$ cat config.mk
export PLATFORM = sky130hd
export DESIGN_NAME = lap_sched
export DESIGN_NICKNAME = d
export VERILOG_FILES = /design/src/rtl/stopwatch_pkg.sv /design/src/rtl/lap_buffer.sv /design/src/rtl/lap_sched.sv
export SDC_FILE = /design/constraint.sdc
export NUM_CORES = 1
export LEC_CHECK = 0
export CAP_MARGIN = 30
export CELL_PAD_IN_SITES_DETAIL_PLACEMENT = 1
export CELL_PAD_IN_SITES_GLOBAL_PLACEMENT = 1
export CORE_MARGIN = 5
export CORE_UTILIZATION = 55
export CTS_CLUSTER_SIZE = 40
export DETAILED_ROUTE_END_ITERATION = 10
export GPL_ROUTABILITY_DRIVEN = 0
export PLACE_DENSITY = 0.89
export SETUP_SLACK_MARGIN = 0.02
export SKIP_CTS_REPAIR_TIMING = 1
export SLEW_MARGIN = 20
export SYNTH_ARGS = -nofsm -noshare
export SYNTH_HDL_FRONTEND = slang
export SYNTH_HIERARCHICAL = 1
export SYNTH_SLANG_ARGS = --single-unit
$ cat constraint.sdc
create_clock -name clock -period 8.8 [get_ports clock]
set_input_delay 1.76 -clock clock [delete_from_list [all_inputs] [get_ports clock]]
set_output_delay 1.76 -clock clock [all_outputs]
set_load 0.005 [all_outputs]
$ cat src/rtl/stopwatch_pkg.sv
// Shared definitions for the stopwatch datapath.
//   sched_state_t : lap scheduler state encoding
//   BCD_W         : width of an 8-digit BCD time value
//   DIG_*         : digit positions inside a BCD value, counted from the
//                   least significant nibble (u_cs) upward
package stopwatch_pkg;

  localparam int BCD_W = 32;
  localparam int DIG_W = 4;

  localparam int DIG_U_CS = 0;
  localparam int DIG_D_CS = 1;
  localparam int DIG_U_S  = 2;
  localparam int DIG_D_S  = 3;
  localparam int DIG_U_M  = 4;
  localparam int DIG_D_M  = 5;
  localparam int DIG_U_H  = 6;
  localparam int DIG_D_H  = 7;

  typedef enum logic [2:0] {
    S_IDLE,
    S_RUN,
    S_HOLD,
    S_STOPPED,
    S_RECALL
  } sched_state_t;

endpackage

$ cat src/rtl/lap_buffer.sv
// Lap time register file: DEPTH slots of BCD_W bits.
//   clock, reset : system clock, asynchronous active-low reset (clears all slots)
//   wr_en        : write wr_data into slot wr_addr on the rising edge
//   wr_addr      : write slot index
//   wr_data      : value to store
//   rd_addr      : read slot index
//   rd_data      : combinational contents of slot rd_addr
module lap_buffer
  import stopwatch_pkg::*;
#(
  parameter int DEPTH = 8
) (
  input  logic                     clock,
  input  logic                     reset,
  input  logic                     wr_en,
  input  logic [$clog2(DEPTH)-1:0] wr_addr,
  input  logic [BCD_W-1:0]         wr_data,
  input  logic [$clog2(DEPTH)-1:0] rd_addr,
  output logic [BCD_W-1:0]         rd_data
);

  logic [BCD_W-1:0] mem_q [DEPTH];
  logic [BCD_W-1:0] mem_d [DEPTH];

  always_comb begin
    mem_d = mem_q;
    if (wr_en) mem_d[wr_addr] = wr_data;
  end

  always_ff @(posedge clock or negedge reset) begin
    if (!reset) begin
      for (int i = 0; i < DEPTH; i++) mem_q[i] <= '0;
    end else begin
      mem_q <= mem_d;
    end
  end

  assign rd_data = mem_q[rd_addr];

endmodule

$ cat src/rtl/lap_sched.sv
// Stopwatch sequencing controller.
// Turns start/stop/split/recall pulses into counter enable/clear, keeps the
// most recent DEPTH split times in a circular buffer and selects what the
// display shows: live time, a freshly captured split (for HOLD_CS ticks), or
// a recalled lap.
//   clock, reset : system clock, asynchronous active-low reset
//   tick_cs      : one-cycle centisecond strobe
//   start_p, stop_p, split_p, recall_p : one-cycle control pulses
//   live_bcd     : live elapsed time (8 BCD digits)
//   count_en     : elapsed-time counter enable
//   clear_cnt    : one-cycle counter clear
//   disp_bcd     : value for the display driver
//   lap_num      : 1-based lap shown (counted from the oldest), 0 for live
//   lap_count    : number of valid laps stored, saturates at DEPTH
//   full         : lap_count == DEPTH
module lap_sched
  import stopwatch_pkg::*;
#(
  parameter int DEPTH   = 8,
  parameter int HOLD_CS = 50
) (
  input  logic             clock,
  input  logic             reset,
  input  logic             tick_cs,
  input  logic             start_p,
  input  logic             stop_p,
  input  logic             split_p,
  input  logic             recall_p,
  input  logic [BCD_W-1:0] live_bcd,
  output logic             count_en,
  output logic             clear_cnt,
  output logic [BCD_W-1:0] disp_bcd,
  output logic [3:0]       lap_num,
  output logic [3:0]       lap_count,
  output logic             full
);

  localparam int PTR_W = $clog2(DEPTH);
  localparam int HC_W  = $clog2(HOLD_CS + 1);
  localparam logic [3:0]      DEPTH_L   = 4'(DEPTH);
  localparam logic [HC_W-1:0] HOLD_LAST = HC_W'(HOLD_CS - 1);

  sched_state_t     state_q, state_d;
  logic [PTR_W-1:0] wr_ptr_q, wr_ptr_d;
  logic [PTR_W-1:0] rd_idx_q, rd_idx_d;
  logic [3:0]       lap_count_q, lap_count_d;
  logic [HC_W-1:0]  hold_cnt_q, hold_cnt_d;
  logic             clear_q, clear_d;

  logic             lap_wr;
  logic [PTR_W-1:0] newest, oldest, rd_addr, rd_pos;
  logic [BCD_W-1:0] rd_data;

  // Only the highest-priority pulse of a cycle takes effect.
  logic stop_w, start_w, split_w, recall_w;
  assign stop_w   = stop_p;
  assign start_w  = start_p & ~stop_p;
  assign split_w  = split_p & ~stop_p & ~start_p;
  assign recall_w = recall_p & ~stop_p & ~start_p & ~split_p;

  assign full   = (lap_count_q == DEPTH_L);
  assign newest = wr_ptr_q - PTR_W'(1);
  // Until the buffer first fills, the oldest lap sits in slot 0; afterwards
  // the next slot to be overwritten is the oldest.
  assign oldest = full ? wr_ptr_q : '0;

  always_comb begin
    state_d     = state_q;
    wr_ptr_d    = wr_ptr_q;
    rd_idx_d    = rd_idx_q;
    lap_count_d = lap_count_q;
    hold_cnt_d  = hold_cnt_q;
    clear_d     = 1'b0;
    lap_wr      = 1'b0;
    case (state_q)
      S_IDLE: begin
        if (start_w) state_d = S_RUN;
      end
      S_RUN: begin
        if (stop_w) begin
          state_d = S_STOPPED;
        end else if (split_w) begin
          lap_wr     = 1'b1;
          state_d    = S_HOLD;
          hold_cnt_d = '0;
        end
      end
      S_HOLD: begin
        if (stop_w) begin
          state_d = S_STOPPED;
        end else if (split_w) begin
          lap_wr     = 1'b1;
          hold_cnt_d = '0;
        end else if (tick_cs) begin
          if (hold_cnt_q == HOLD_LAST) state_d = S_RUN;
          else hold_cnt_d = hold_cnt_q + HC_W'(1);
        end
      end
      S_STOPPED: begin
        if (start_w) begin
          state_d = S_RUN;
        end else if (split_w) begin
          state_d     = S_IDLE;
          clear_d     = 1'b1;
          lap_count_d = '0;
          wr_ptr_d    = '0;
        end else if (recall_w && (lap_count_q != 4'd0)) begin
          state_d  = S_RECALL;
          rd_idx_d = newest;
        end
      end
      S_RECALL: begin
        if (stop_w) begin
          state_d = S_STOPPED;
        end else if (start_w) begin
          state_d = S_RUN;
        end else if (recall_w) begin
          rd_idx_d = (rd_idx_q == oldest) ? newest : rd_idx_q - PTR_W'(1);
        end
      end
      default: state_d = S_IDLE;
    endcase
    if (lap_wr) begin
      wr_ptr_d = wr_ptr_q + PTR_W'(1);
      if (!full) lap_count_d = lap_count_q + 4'd1;
    end
  end

  always_ff @(posedge clock or negedge reset) begin
    if (!reset) begin
      state_q     <= S_IDLE;
      wr_ptr_q    <= '0;
      rd_idx_q    <= '0;
      lap_count_q <= '0;
      hold_cnt_q  <= '0;
      clear_q     <= 1'b0;
    end else begin
      state_q     <= state_d;
      wr_ptr_q    <= wr_ptr_d;
      rd_idx_q    <= rd_idx_d;
      lap_count_q <= lap_count_d;
      hold_cnt_q  <= hold_cnt_d;
      clear_q     <= clear_d;
    end
  end

  assign rd_addr = (state_q == S_RECALL) ? rd_idx_q : newest;

  lap_buffer #(.DEPTH(DEPTH)) u_buf (
    .clock   (clock),
    .reset   (reset),
    .wr_en   (lap_wr),
    .wr_addr (wr_ptr_q),
    .wr_data (live_bcd),
    .rd_addr (rd_addr),
    .rd_data (rd_data)
  );

  // Position of the recalled slot relative to the oldest stored lap.
  assign rd_pos = rd_idx_q - oldest;

  always_comb begin
    disp_bcd = live_bcd;
    lap_num  = 4'd0;
    case (state_q)
      S_HOLD: begin
        disp_bcd = rd_data;
        lap_num  = lap_count_q;
      end
      S_RECALL: begin
        disp_bcd = rd_data;
        lap_num  = 4'(rd_pos) + 4'd1;
      end
      default: ;
    endcase
  end

  assign count_en  = (state_q == S_RUN) || (state_q == S_HOLD);
  assign clear_cnt = clear_q;
  assign lap_count = lap_count_q;

endmodule
==> results.md, run 1 <==
* Outcome: finished clean
* Post-route cell area at 15600 sq um
* Cell class contributing the biggest share of worst-path delay: buffers and inverters
* Largest net degree at the start of global routing at 136
* Synth warnings at 6
* Number of global-route vias before repair at 9333
* Slew headroom at 36.4%
* Crit Path Class: reg -> out
* Crit-path slowest cell: nor3b_2
* Root buffer cell: clkbuf_16
* Clock sink count at 276
* Worst-Margin Slew at 0.951 ns
* Origin of the critical flop-to-flop path: state_q[0]$_DFFE_PN0P_
* Most frequent cells in the layout: mux2_2 (312), dfrtp_1 (276), clkdlybuf4s50_1 (80), mux4_1 (40), clkbuf_16 (29)
* Synthesis-stage register bit count at 276
* Initial antenna violation count at 0
* Slowest stage delay, CP at 0.72 ns
* Synthesized instance count at 885
* Final nets at 1009
* Worst path arrival time at 5.09 ns
* Pleak at 7.41 nW
* Port bufs at 81
* # H-tree levels at 1
* Grt total ovfl at 0
* TritonCTS clock tree: yes
* Hold EP: u_buf/mem_q[110]$_DFFE_PN0P_
* CP endpoint kind: output pin
* Fin Setup TNS at 0 ns
* # DRC at 0
* Final setup fails at 0
* Mapped Area at 13500 sq um
* Worst-skew pair later-pin latency at 0.55 ns
* HP Class: reg -> reg
* VDD IR-drop max at 0.000224 V
* Fin. Hold Viols at 0
* First drt pass iteration count at 4
* Fmax at 0.146 GHz
* Post-Route WL at 34900 um
* CP bufs+invs at 3
* Post-route ant nets at 0
* Initial core utilization at 55.8%
* Via count at 8065
* Worst Hold Launch: u_buf/mem_q[110]$_DFFE_PN0P_
* Layout cells sized above 1 at 42.0%
* Worst reg2reg path depth at 6
* Unique masters post-synth at 59
* First-pass GRT wire length at 55900 um
* Core ar. at 24200 sq um
* RSZ-0062 raised after global routing: false
* Placed cells at 1250
* EDFF count, synth at 0
* Vias per inst at 6.19
* Clock Tree Buf Depth at 3
* Worst-path maximum fanout at 36
* HPWL after DPL at 20300 um
* Crit start category: register
* Tmin final at 6.85 ns
* Syn Area/Cell at 15.3 sq um
* Worst R2R Setup Slack at 5.30 ns
* Placed inst area at 14600 sq um
* Max Slew Vio Count at 0
* Clk slew on worst S/H paths at 0.06 ns
* Post-route insts no fill at 1303
* Layout area overhead at 15.0%
* DIE AREA at 27900 sq um
* DR iter-0 viols at 522
* Crit path required time at 7.04 ns
* Commonest non-fill, non-tap cell in the layout: mux2_2
* Post-Syn Nets at 935
* Final worst-path cycle share at 77.8%
* Die width at 167 um
* N_diodes at 0
* Max-cap violation count at 0
* Num ports at 82
* Power per cell area at 320 nW/um^2
* Power, Total at 4.98 mW
* Synth Flop Type: dfrtp_1
* CTS Buf Count at 29
* Reg-to-Reg End: u_buf/mem_q[239]$_DFFE_PN0P_
* Hold depth at 1
* Async set-reset flop share out of synthesis at 100%
* Critical path cell sequence: nor3b_2, nor2_1, a21oi_4, buf_4, buf_4, mux4_1, mux2_2, mux2_2, clkdlybuf4s50_1
* Die height at 167 um
* Routed WL per cell at 26.8 um
* Clock Skew at 0.0153 ns
* Seq/Total Area, Yosys at 51.0%
* All-Layer GR Usage at 25.2%
* FP Rows at 57
## flip-flops by register name (all words and copies together) (netlist names)
name	count
u_buf/mem_q	256
hold_cnt_q	6
lap_count	4
wr_ptr_q	3
rd_idx_q	3
state_q	3
clear_cnt	1
## cell usage after synthesis (3+ instances only)
master / number / area (sq um)
buf_6: 7 / 78.8
nand3b_1: 3 / 22.5
o21ai_0: 15 / 75.1
nand4b_1: 4 / 35.0
buf_1: 4 / 15.0
nand4_1: 5 / 31.3
nor2_1: 23 / 86.3
buf_2: 26 / 130
ha_1: 10 / 125
inv_1: 15 / 56.3
a21oi_1: 10 / 50.1
mux2_1: 9 / 101
mux4_1: 40 / 1050
a31oi_1: 4 / 25.0
mux2_2: 312 / 3510
nor4bb_1: 3 / 30.0
nand2_1: 18 / 67.6
o31ai_1: 4 / 30.0
xor2_1: 7 / 61.3
dfrtp_1: 276 / 6910
mux4_2: 24 / 541
buf_4: 13 / 97.6
nand3_1: 3 / 15.0
clkbuf_1: 4 / 15.0
clkbuf_2: 3 / 15.0
nand2b_1: 4 / 25.0
## worst max-delay path by stage
stage,start,cells past startpoint,slack [ns],to
after floorplan,state_q[0]$_DFFE_PN0P_,9,4.45,disp_bcd[0]
after global placement,state_q[2]$_DFFE_PN0P_,9,2.76,disp_bcd[2]
after detailed placement,state_q[2]$_DFFE_PN0P_,9,2.61,disp_bcd[2]
after CTS,state_q[2]$_DFFE_PN0P_,9,1.95,disp_bcd[2]
after global routing,state_q[2]$_DFFE_PN0P_,9,1.75,disp_bcd[2]
final,state_q[2]$_DFFE_PN0P_,9,1.95,disp_bcd[2]
## cell type report
type | instances | area, sq um
clock inverters | 5 | 28.8
clock buffers | 46 | 860
multi-input cells | 536 | 6300
well taps | 324 | 405
repair buffers | 100 | 1000
flip-flops and latches | 276 | 6910
inverters | 16 | 65.1
fillers | 2183 | 8680
## stage by stage
step / worst slack (ns) / utilization [%] / hold slack [ns]
final: 1.95 / 64.2 / 0.495
after global routing: 1.75 / 64.2 / 0.507
after CTS: 1.95 / 64.0 / 0.494
after detailed placement: 2.61 / 60.3 / 0.478
after global placement: 2.76 / 60.2 / 0.462
after floorplan: 4.45 / - / 0.449
## cell families (layout without fill, tap and decap cells)
family,Yosys count,after routing,synth area share [%]
compound gates,48,48,2.25
xor+xnor,9,9,0.582
fa+ha+maj,11,11,1.07
buf+inv,73,167,3.08
flops,276,276,51.0
mux,386,386,38.5
simple gates,82,82,3.48
## where the power goes
group | internal [mW] | switching (mW)
registers | 1.62 | 0.276
clock network | 0.664 | 0.498
logic | 1.07 | 0.855
## worst reg2reg max path, cell delays in order (launching register included)
cell      delay [ns]
dfrtp_1         0.59
xnor2_1         0.19
or4_1           0.68
clkinv_4        0.21
nor4b_4         0.78
buf_4           0.51
mux2_2          0.42
## routing by layer
metal	part of all wire (%)	vias up	GRT usage (%)	wire, um
met3	3.1	40	3.32	1090
met4	1.9	0	7.90	664
met1	42	4365	32.6	14700
met5	0	-	0	0
li1	-	3498	-	-
met2	53	162	44.2	18500
Power figures use the tool's default switching activity.
==> run 2: changes to the inputs <==
Settings changed: CORE_UTILIZATION 55 to 51, PLACE_DENSITY 0.89 to 0.83.
Clock period 8.8 ns to 6.44 ns, I/O delays scaled along.
==> results.md, run 2 (synthesized netlist as in run 1, its figures left out) <==
* Max Slew Vio Count at 0 (unchanged)
* Initial antenna violation count at 0 (unchanged)
* Die width at 173 um (+3.6%)
* N_diodes at 0 (unchanged)
* Fin Setup TNS at 0 ns (unchanged)
* Outcome: finished clean
* Clock Tree Buf Depth at 3 (unchanged)
* Area of the multi-input gates at 6300 sq um (unchanged)
* Layout cells sized above 1 at 42.8% (+0.86 points)
* Final setup fails at 0 (unchanged)
* Most frequent cells in the layout: mux2_2 (312), dfrtp_1 (276), clkdlybuf4s50_1 (80), mux4_1 (40), clkbuf_16 (30)
* Core ar. at 26100 sq um (+7.8%)
* Slew headroom at 47.0% (+11 points)
* Hold depth at 1 (unchanged)
* Post-route insts no fill at 1320 (+1.3%)
* # H-tree levels at 1 (unchanged)
* Max-cap violation count at 0 (unchanged)
* Power per cell area at 441 nW/um^2 (+38%)
* FP Rows at 59 (+3.5%)
* Die height at 173 um (+3.6%)
* Setup slack after layout at 0.787 ns (-1.16 ns)
* Fmax at 0.177 GHz
* Commonest non-fill, non-tap cell in the layout: mux2_2
* DR iter-0 viols at 426 (-18%)
* RSZ-0062 raised after global routing: false
* Reg-to-Reg End: u_buf/mem_q[85]$_DFFE_PN0P_
* Root buffer cell: clkbuf_16
* Routed WL per cell at 25.1 um (-6.2%)
* Clock Skew at 0.0235 ns (+0.00817 ns)
* DIE AREA at 29900 sq um (+7.4%)
* Max reg flops at 256 (unchanged)
* Worst Hold Launch: u_buf/mem_q[115]$_DFFE_PN0P_
* Worst reg2reg path depth at 7 (+1)
* CP endpoint kind: output pin
* # DRC at 0 (unchanged)
* Post-Route WL at 33100 um (-5.0%)
* Worst-Margin Slew at 0.794 ns (-0.158 ns)
* HPWL after DPL at 19400 um (-4.5%)
* Largest register by flop count: u_buf/mem_q
* Crit path from: wr_ptr_q[0]$_DFFE_PN0P_
* Worst R2R Setup Slack at 3.15 ns (-2.15 ns)
* Pleak at 7.50 nW (+1.2%)
* Tmin final at 5.65 ns
* Placed cells at 1264 (+1.1%)
* Worst path arrival time at 4.37 ns (-0.72 ns)
* Worst-skew pair later-pin latency at 0.56 ns (about the same)
* First-pass GRT wire length at 53500 um (-4.2%)
* First drt pass iteration count at 4 (unchanged)
* Crit Path Class: reg -> out
* Clk slew on worst S/H paths at 0.06 ns (about the same)
* Largest net degree at the start of global routing at 135 (-0.74%)
* Number of global-route vias before repair at 9035 (-3.2%)
* Post-route ant nets at 0 (unchanged)
* Initial core utilization at 51.8% (-4.0 points)
* Pre-CTS WS at 1.36 ns (-1.25 ns)
* Port bufs at 81 (unchanged)
* Vias per inst at 6.05 (-2.3%)
* Crit path required time at 5.15 ns (-1.89 ns)
* Crit start category: register
* CTS Buf Count at 30 (+3.4%)
* Via count at 7984 (-1.0%)
* All-Layer GR Usage at 22.2% (-3.0 points)
* Final nets at 1012 (+0.30%)
* HP Class: reg -> reg
* Fin util at 60.3% (-3.9 points)
* TritonCTS clock tree: yes
* Fillcell total at 2357 (+8.0%)
* Fin. Hold Viols at 0 (unchanged)
* FF/Latch Area at 6910 sq um (unchanged)
* Final worst-path cycle share at 87.8%
* VDD IR-drop max at 0.000260 V (+16%)
* Grt total ovfl at 0 (unchanged)
* Hold EP: u_buf/mem_q[115]$_DFFE_PN0P_
* Origin of the critical flop-to-flop path: state_q[0]$_DFFE_PN0P_
* Layout area overhead at 16.4%
* Clock sink count at 276 (unchanged)
* Worst-path maximum fanout at 24 (-33%)
* Num ports at 82 (unchanged)
run 2: changes by cell type in the layout (fill, tap and decap cells not counted):
cell / change
buf_12: +2
clkinv_2: +2
clkbuf_8: +1
clkbuf_16: +1
clkbuf_1: -5
buf_8: -1
clkinv_8: +1
bufinv_16: +3
buf_4: +1
clkinvlp_4: +1
run 2: routing by layer:
metal | vias to the layer above | part of all wire, % | GRT usage, %
met1 | 4331 | 43 | 29.9
met3 | 39 | 2.9 | 2.90
met5 | - | 0 | 0
met2 | 119 | 53 | 39.4
met4 | 0 | 1.2 | 3.89
li1 | 3495 | - | -
run 2: how the worst max path moves through the flow:
stage                   end  cells past startpoint
5_1_grt         disp_bcd[2]                     10
3_3_place_gp   disp_bcd[11]                     10
4_1_cts         disp_bcd[2]                     10
3_5_place_dp   disp_bcd[10]                     10
2_1_floorplan   disp_bcd[0]                      9
6_report        disp_bcd[2]                     10
run 2: cell type report:
cell class                      count  share of cell area, %
Multi-Input combinational cell    536                   40.0
Timing Repair Buffer              102                   6.57
Clock inverter                     12                  0.969
Inverter                           16                  0.413
Tap cell                          335                   2.66
Sequential cell                   276                   43.8
Clock buffer                       43                   5.58
run 2: per-stage QoR:
stage	power, mW	hold WS (ns)	area, sq um
3_5_place_dp	5.17	0.475	14700
5_1_grt	7.30	0.516	15800
2_1_floorplan	4.28	0.449	13500
4_1_cts	7.02	0.489	15700
6_report	6.94	0.484	15800
3_3_place_gp	5.03	0.462	14700
run 2: critical path: stages (launching register included):
cell and delay [ns]:
dfrtp_1 0.72, inv_1 0.16, ha_1 0.29, xor2_1 0.15, nor2_1 0.10, nor2_4 0.64
buf_4 0.39, mux4_1 0.36, mux2_2 0.29, mux2_2 0.26, clkdlybuf4s50_1 0.45
run 2: report_power, final:
group | internal (mW) | switching, mW
Combinational | 1.48 | 1.12
Clock | 1.07 | 0.711
Sequential | 2.22 | 0.351
